--- src/rtl/snow64_long_div_u16_by_u8_requester_pkg.sv ---
// snow64_long_div_u16_by_u8_requester_pkg: shared widths, latency, port structs and FSM states for the u16/u8 divider requester
package snow64_long_div_u16_by_u8_requester_pkg;
  localparam int WIDTH__SNOW64_LONG_DIV_U16_BY_U8__IN_A = 16;
  localparam int WIDTH__SNOW64_LONG_DIV_U16_BY_U8__IN_B = 8;
  localparam int WIDTH__SNOW64_LONG_DIV_U16_BY_U8__OUT_DATA = 16;
  localparam int WIDTH__REQUESTER_TAG = 4;
  localparam int LATENCY__SNOW64_LONG_DIV_U16_BY_U8 = 7;
  typedef enum logic [1:0] {ST_IDLE, ST_ISSUE, ST_WAIT, ST_RESP} st_requester_t;
  typedef struct packed {
    logic req_valid;
    logic [WIDTH__SNOW64_LONG_DIV_U16_BY_U8__IN_A-1:0] a;
    logic [WIDTH__SNOW64_LONG_DIV_U16_BY_U8__IN_B-1:0] b;
    logic [WIDTH__REQUESTER_TAG-1:0] tag;
  } port_in_long_div_u16_by_u8_requester_t;
  typedef struct packed {
    logic rsp_valid;
    logic [WIDTH__SNOW64_LONG_DIV_U16_BY_U8__OUT_DATA-1:0] quotient;
    logic [WIDTH__SNOW64_LONG_DIV_U16_BY_U8__IN_B-1:0] remainder;
    logic [WIDTH__REQUESTER_TAG-1:0] tag;
    logic div_by_zero;
    logic timeout;
  } port_out_long_div_u16_by_u8_requester_t;
endpackage

--- src/rtl/snow64_long_div_u16_by_u8_requester.sv ---
// snow64_long_div_u16_by_u8_requester: tagged valid/ready front end driving the radix-8 u16/u8 long divider
// req_*: upstream request handshake (a, b, tag); div_*: divider command and completion port;
// rsp_*: downstream response with quotient, remainder, echoed tag, div-by-zero and timeout flags.
module snow64_long_div_u16_by_u8_requester
  import snow64_long_div_u16_by_u8_requester_pkg::*;
#(
  parameter int TAG_WIDTH = 4,
  parameter int TIMEOUT_CYCLES = 15
) (
  input  logic clk,
  input  logic rst,
  input  logic req_valid,
  output logic req_ready,
  input  logic [WIDTH__SNOW64_LONG_DIV_U16_BY_U8__IN_A-1:0] req_a,
  input  logic [WIDTH__SNOW64_LONG_DIV_U16_BY_U8__IN_B-1:0] req_b,
  input  logic [TAG_WIDTH-1:0] req_tag,
  output logic div_start,
  output logic [WIDTH__SNOW64_LONG_DIV_U16_BY_U8__IN_A-1:0] div_a,
  output logic [WIDTH__SNOW64_LONG_DIV_U16_BY_U8__IN_B-1:0] div_b,
  input  logic div_can_accept_cmd,
  input  logic div_data_valid,
  input  logic [WIDTH__SNOW64_LONG_DIV_U16_BY_U8__OUT_DATA-1:0] div_data,
  output logic rsp_valid,
  input  logic rsp_ready,
  output logic [WIDTH__SNOW64_LONG_DIV_U16_BY_U8__OUT_DATA-1:0] rsp_quotient,
  output logic [WIDTH__SNOW64_LONG_DIV_U16_BY_U8__IN_B-1:0] rsp_remainder,
  output logic [TAG_WIDTH-1:0] rsp_tag,
  output logic rsp_div_by_zero,
  output logic rsp_timeout
);
  localparam int WB = WIDTH__SNOW64_LONG_DIV_U16_BY_U8__IN_B;
  localparam int WP = WIDTH__SNOW64_LONG_DIV_U16_BY_U8__IN_A + WB;
  localparam int CW = $clog2(TIMEOUT_CYCLES + 1);
  st_requester_t state, state_nx;
  logic [CW-1:0] cnt;
  logic [TAG_WIDTH-1:0] tag_q;
  logic dbz_q;
  logic timeout_hit;
  logic [WB-1:0] rem;
  assign req_ready = state == ST_IDLE;
  // div_a/div_b double as the captured request registers
  assign div_start = state == ST_ISSUE && div_can_accept_cmd;
  assign timeout_hit = cnt == CW'(TIMEOUT_CYCLES - 1);
  // low byte of a - q*b; a zero divisor would otherwise leak a back as remainder
  assign rem = dbz_q ? '0 : WB'(WP'(div_a) - WP'(div_data) * WP'(div_b));
  always_comb begin
    state_nx = state == ST_IDLE  ? (req_valid ? ST_ISSUE : ST_IDLE)
             : state == ST_ISSUE ? (div_can_accept_cmd ? ST_WAIT : ST_ISSUE)
             : state == ST_WAIT  ? ((div_data_valid || timeout_hit) ? ST_RESP : ST_WAIT)
             : (rsp_ready ? ST_IDLE : ST_RESP);
  end
  always_ff @(posedge clk or posedge rst) begin
    if (rst) begin
      state <= ST_IDLE;
      cnt <= '0;
      div_a <= '0;
      div_b <= '0;
      tag_q <= '0;
      dbz_q <= 1'b0;
      rsp_valid <= 1'b0;
      rsp_quotient <= '0;
      rsp_remainder <= '0;
      rsp_tag <= '0;
      rsp_div_by_zero <= 1'b0;
      rsp_timeout <= 1'b0;
    end else begin
      state <= state_nx;
      if (req_ready && req_valid) begin
        div_a <= req_a;
        div_b <= req_b;
        tag_q <= req_tag;
        dbz_q <= req_b == '0;
      end
      if (state == ST_WAIT) begin
        cnt <= state_nx == ST_WAIT ? cnt + 1'b1 : '0;
        if (state_nx == ST_RESP) begin
          rsp_valid <= 1'b1;
          rsp_quotient <= div_data_valid ? div_data : '0;
          rsp_remainder <= div_data_valid ? rem : '0;
          rsp_tag <= tag_q;
          rsp_div_by_zero <= dbz_q;
          rsp_timeout <= !div_data_valid;
        end
      end
      if (state == ST_RESP && rsp_ready) rsp_valid <= 1'b0;
    end
  end
endmodule
--- config.mk ---
export PLATFORM = sky130hd
export DESIGN_NAME = snow64_long_div_u16_by_u8_requester
export DESIGN_NICKNAME = d
export VERILOG_FILES = /design/src/rtl/snow64_long_div_u16_by_u8_requester_pkg.sv /design/src/rtl/snow64_long_div_u16_by_u8_requester.sv
export SDC_FILE = /design/constraint.sdc
export NUM_CORES = 1
export LEC_CHECK = 0
export ABC_AREA = 1
export CAP_MARGIN = 20
export CELL_PAD_IN_SITES_DETAIL_PLACEMENT = 1
export CELL_PAD_IN_SITES_GLOBAL_PLACEMENT = 1
export CORE_ASPECT_RATIO = 0.5
export CORE_UTILIZATION = 36
export DETAILED_ROUTE_END_ITERATION = 10
export PLACE_DENSITY = 0.8
export SYNTH_ARGS = -nofsm -noshare
export SYNTH_HDL_FRONTEND = slang
export SYNTH_SLANG_ARGS = --single-unit
--- constraint.sdc ---
create_clock -name clk -period 5.15 [get_ports clk]
set_input_delay 0.515 -clock clk [delete_from_list [all_inputs] [get_ports clk]]
set_output_delay 0.515 -clock clk [all_outputs]
set_load 0.005 [all_outputs]
==> results of run 1 <==
## registers in the layout, summed over array words and instances (netlist names)
name / flops
state: 2
rsp_tag: 4
div_a: 16
rsp_valid: 1
cnt: 4
rsp_quotient: 16
tag_q: 4
dbz_q: 1
rsp_timeout: 1
rsp_div_by_zero: 1
div_b: 8
rsp_remainder: 8
## per-stage QoR
stage               worst slack [ns]  cell area (um2)  total power, W
finish                         1.020             5424        0.004401
global route                  0.8438             5424        0.004859
CTS                            1.006             5396        0.004457
detailed placement            0.7130             5076        0.003697
global placement              0.8153             5076        0.003584
floorplan                      1.396             3936        0.002758
## cells in the final DEF, fill, tap and decap left out, drive strengths merged
cell           Yosys  routed
nand3             17      17
o21ai             29      29
clkbuf             1      13
o31ai              1       1
fa                16      16
a22o              16      16
nor2              17      17
ha                24      24
a21oi              9       9
nand2            154     154
dfrtp             66      66
bufinv             0       2
nor4               2       2
xnor2              4       4
nor3               2       2
nand4              1       1
buf               14       2
o41ai              1       1
inv               79      79
o211ai             1       1
clkdlybuf4s50      0     106
xor2               6       6
## path summary, 6_finish.rpt
check / from / endpoint / slack [ns] / depth (start not counted)
worst max-delay path: div_data[1] / rsp_remainder[7] / 1.02 / 15
worst min-delay path: rsp_remainder[6] / rsp_remainder[6] / 0.48 / 2
worst max register to register: div_b[0] / rsp_remainder[7] / 1.26 / 14
worst min register to register: rsp_remainder[6] / rsp_remainder[6] / 0.48 / 2
max in group asynchronous: rst / rsp_remainder[5] / 3.79 / 3
min in group asynchronous: rst / rsp_quotient[15] / 0.79 / 3
## routing by layer
metal  GRT usage, %  up-vias  share of wire (%)  routed length (um)
met5              0        -                  0                   0
met4          5.556        0                1.4                 153
met3          4.458       15                3.2                 349
met2          38.15       52                 52                5695
met1          25.99     1675                 44                4800
li1               -     1629                  -                   -
## layout make-up
type | count | area [um2]
fillers | 1242 | 4986
multi-input cells | 300 | 1882
flip-flops and latches | 66 | 1652
repair buffers | 108 | 1096
inverters | 79 | 299.0
clock buffers | 13 | 260.3
well taps | 140 | 175.2
clock inverters | 2 | 60.06
## cell families after synthesis
kind of cell	synth area share (%)
buffers and inverters	10.23
adders and majority gates	15.77
AOI/OAI and AO/OA	8.996
and+or+nand+nor	20.63
xor gates and xnor gates	2.416
DFF	41.96
## critical path, delay by kind of cell
family / cells / cell delay, ns
adder cells (fa/ha/maj): 5 / 2.35
buffers and inverters: 3 / 0.70
AO/OA/AOI/OAI: 3 / 0.40
AND/OR/NAND/NOR: 4 / 0.38
## report_power, final
group	switching (W)	total (W)	internal, W
Combinational	0.00146	0.00275	0.00129
Clock	0.000216	0.000664	0.000448
Sequential	0.000215	0.000984	0.000770
Total	0.00189	0.00440	0.00251
==> impl_metrics.ini, run 1 <==
[status]
status = finished, final reports clean

[global_route]
grt_first_pass_wirelength_um = 18690
grt_usage_pct = 21.34
first_global_vias = 3736
grt_max_degree = 67
grt.overflow.total = 0
antenna_found_initial = 0

[synth]
synth.most_common_cell = nand2_1
ys_ff_latch = 66
synth_commonest_cells = nand2_1, inv_1, dfrtp_1, ha_1, o21ai_0
synth_top_area_share_pct = 41.96
synth-edff-count = 0
syn_area_um2 = 3936
syn_inst = 460
yosysSeqAreaShare_pct = 41.96
ys_types = 30
syn_nets = 550
synthArstFlopShare_pct = 100.0
yosysTopAreaCell = dfrtp_1
synth.avg_cell_area_um2 = 8.557
synth_area_leaders = dfrtp_1, nand2_1, fa_1
yosysWarningCount = 0
synth_flop_cell = dfrtp_1

[timing]
setup_tns_ns = 0
slew_violations = 0
timing.final.crit_period_ns = 4.130
fmax_mhz = 242.2
max_slew.worst_pin.slew_ns = 0.8670
fin_skew_ns = 0.004862
final_hold_viol_count = 0
rsz0062_at_grt = no
whs_ns = 0.4770
setup_viol = 0
min_period_over_period_pct = 80.19
slew_headroom_pct = 42.20

[routing]
drt_iter0_drc = 150
drt-wirelength-per-cell_um = 15.53
vias = 3371
drc = 0
first_pass_iters = 4
drt_wl_total_um = 11000
viasPerCell = 4.761
antenna_left = 0

[min_path]
hold_path.class = register to register

[layout]
final_util_pct = 52.10
antenna_cells = 0
fin_nets = 654
instances_no_fill = 708
drive_above_1_share_pct = 5.810
syn2layout_area_growth_pct = 37.79

[clock_network]
cts_resized = 0
cts_hold_buf = 0
htreeDepth = 3
path_clk_slew_ns = 0.05
cts.sinks = 66
clock_latency_ns = 0.33
cts_tree = built
cts_setup_buffers = 0
clockBufferDepth = 2
numCtsBuffers = 9
cts-root-buf = clkbuf_16

[floorplanning]
start_util_pct = 37.81
die_w_um = 149.9
die-area_um2 = 11380
num_rows = 26
die_h_um = 75.94
boundaryPins = 107
core_um2 = 10410

[setup_path]
critPathCaptureType = register
critPathMostFrequentCell = fa_1
path_max_fanout = 8
crit_path_max_incr_delay_ns = 0.59
start_kind = input pin
crit_slowest_cell = clkdlybuf4s50_1
crit_chain = clkdlybuf4s50_1 -> nand2_1 -> inv_1 -> fa_1 -> fa_1 -> fa_1 -> fa_1 -> inv_1 -> ha_1 -> a21oi_1 -> o31ai_1 -> a21oi_1 -> nand3_1 -> nand3_1 -> nand2_1
required_ns = 5.37
crit_arrival_ns = 4.35
crit_type = input pin to register

[place]
numPlacedInstances = 692
gp_congestion = 0.8198
port_buffers = 106
dp_hpwl_um = 7841

[flow_run]
cap_violations = 0

[power_and_ir_drop]
p_leak_nw = 2.803
ir_drop_v = 0.0003164
power_density_nw_per_um2 = 811.4
(Power assumes the default switching activity.)
==> run 2: changes to the inputs <==
clock period = 4.12 ns   (was 5.15 ns; I/O delays follow)
==> run 2 against run 1 <==
Count of clock-buffer cells in the layout fell by 4. Register-to-register slack got worse by 0.98 ns. Utilization rose by 1.0 points. Sequential power increased by 23%.
==> impl_metrics.ini, run 2 (synthesized netlist as in run 1, its figures left out) <==
[timing]
setup_viol = 0
setup_tns_ns = 0
setup_ws_ns = 0.2566
whs_ns = 0.4787
slew_headroom_pct = 38.72
max_slew.worst_pin.slew_ns = 0.9179
fin_skew_ns = 0.004113
timing.final.crit_period_ns = 3.863
min_period_over_period_pct = 93.77
rsz0062_at_grt = no
slew_violations = 0
final_hold_viol_count = 0
fmax_mhz = 258.8

[clock_network]
cts_hold_buf = 0
numCtsBuffers = 9
cts_setup_buffers = 0
cts-root-buf = clkbuf_16
cts_resized = 0
clock_latency_ns = 0.33
clockBufferDepth = 2
htreeDepth = 3
cts.sinks = 66
path_clk_slew_ns = 0.06
cts_tree = built

[power_and_ir_drop]
p_leak_nw = 2.866
power_density_nw_per_um2 = 1023
ir_drop_v = 0.0004907
total_power_w = 0.005656

[floorplanning]
start_util_pct = 37.81
boundaryPins = 107
core_um2 = 10410
num_rows = 26
die_h_um = 75.94
die-area_um2 = 11380
die_w_um = 149.9

[setup_path]
critPathCaptureType = register
crit_type = input pin to register
start_kind = input pin
reg2reg_slack_ns = 0.28
required_ns = 4.34
crit_arrival_ns = 4.09
path_max_fanout = 4

[layout]
drive_above_1_share_pct = 8.103
seq_area_um2 = 1652
most-common-layout-cells = nand2_1, clkdlybuf4s50_1, inv_1
nFillCells = 1246
final_common_cell = nand2_1
multi_input_area_um2 = 1882
antenna_cells = 0
fin_nets = 665
syn2layout_area_growth_pct = 40.43
fin_area_um2 = 5528
largest_registers = div_a: 16 flops, rsp_quotient: 16 flops

[global_route]
antenna_found_initial = 0
grt.overflow.total = 0
first_global_vias = 3653
grt_max_degree = 45
grt_usage_pct = 21.79
grt_first_pass_wirelength_um = 18910

[status]
status = finished, final reports clean

[place]
dp_hpwl_um = 8161
gp_congestion = 0.8380
place_ws_ns = -0.09557
placedInstanceArea_um2 = 5186
port_buffers = 106

[routing]
drt_wl_total_um = 11350
first_pass_iters = 4
drt_iter0_drc = 212
drt-wirelength-per-cell_um = 15.76
drc = 0
vias = 3465
viasPerCell = 4.813
antenna_left = 0

[flow_run]
cap_violations = 0

[min_path]
hold_path.class = register to register
run 2: power breakdown:
| part | internal (W) | switching [W] |
|---|---|---|
| Sequential | 0.000962 | 0.000250 |
| Clock | 0.000591 | 0.000302 |
| Combinational | 0.00169 | 0.00186 |
run 2: stage by stage:
stage	instances	utilization (%)
global placement	703	49.56
detailed placement	704	49.82
CTS	720	53.10
finish	720	53.10
global route	720	53.10
floorplan	460	-
run 2: path summary, 6_finish.rpt:
path,start,to,cells after the start
min,rsp_remainder[5],rsp_remainder[5],2
max reg2reg,div_b[2],rsp_remainder[7],14
min in group asynchronous,rst,cnt[0],2
max,div_data[2],rsp_remainder[7],15
min reg2reg,rsp_remainder[5],rsp_remainder[5],2
max in group asynchronous,rst,rsp_remainder[5],3
run 2: per-layer routing:
metal | track usage [%] | vias up | wire (um)
met5 | 0 | - | 0
met4 | 5.455 | 0 | 167
met3 | 4.819 | 16 | 388
met2 | 39.12 | 60 | 5944
met1 | 26.31 | 1734 | 4849
li1 | - | 1655 | -
run 2: critical path, stage by stage:
cell and delay [ns]:
clkdlybuf4s50_1 0.49, nand2_1 0.10, inv_1 0.06, fa_1 0.41
fa_1 0.59, fa_1 0.45, fa_1 0.55, inv_1 0.04
ha_1 0.32, a21oi_1 0.16, o31ai_1 0.08, a21oi_1 0.17
nand3_1 0.10, nand3_1 0.09, nand2_1 0.05
run 2: final cells by class:
| class | count | area share (%) |
|---|---|---|
| timing repair buffer | 119 | 21.32 |
| multi-input combinational | 300 | 34.04 |
| sequential | 66 | 29.88 |
| clock inverter | 7 | 2.105 |
| clock buffer | 9 | 4.074 |
| inverter | 79 | 5.410 |
| tap | 140 | 3.169 |
==> run 3: changes to the inputs <==
SETUP_SLACK_MARGIN = 0.05   (was default)
==> results of run 3 <==
Final layout, timing and power as in run 2 (identical DEF).
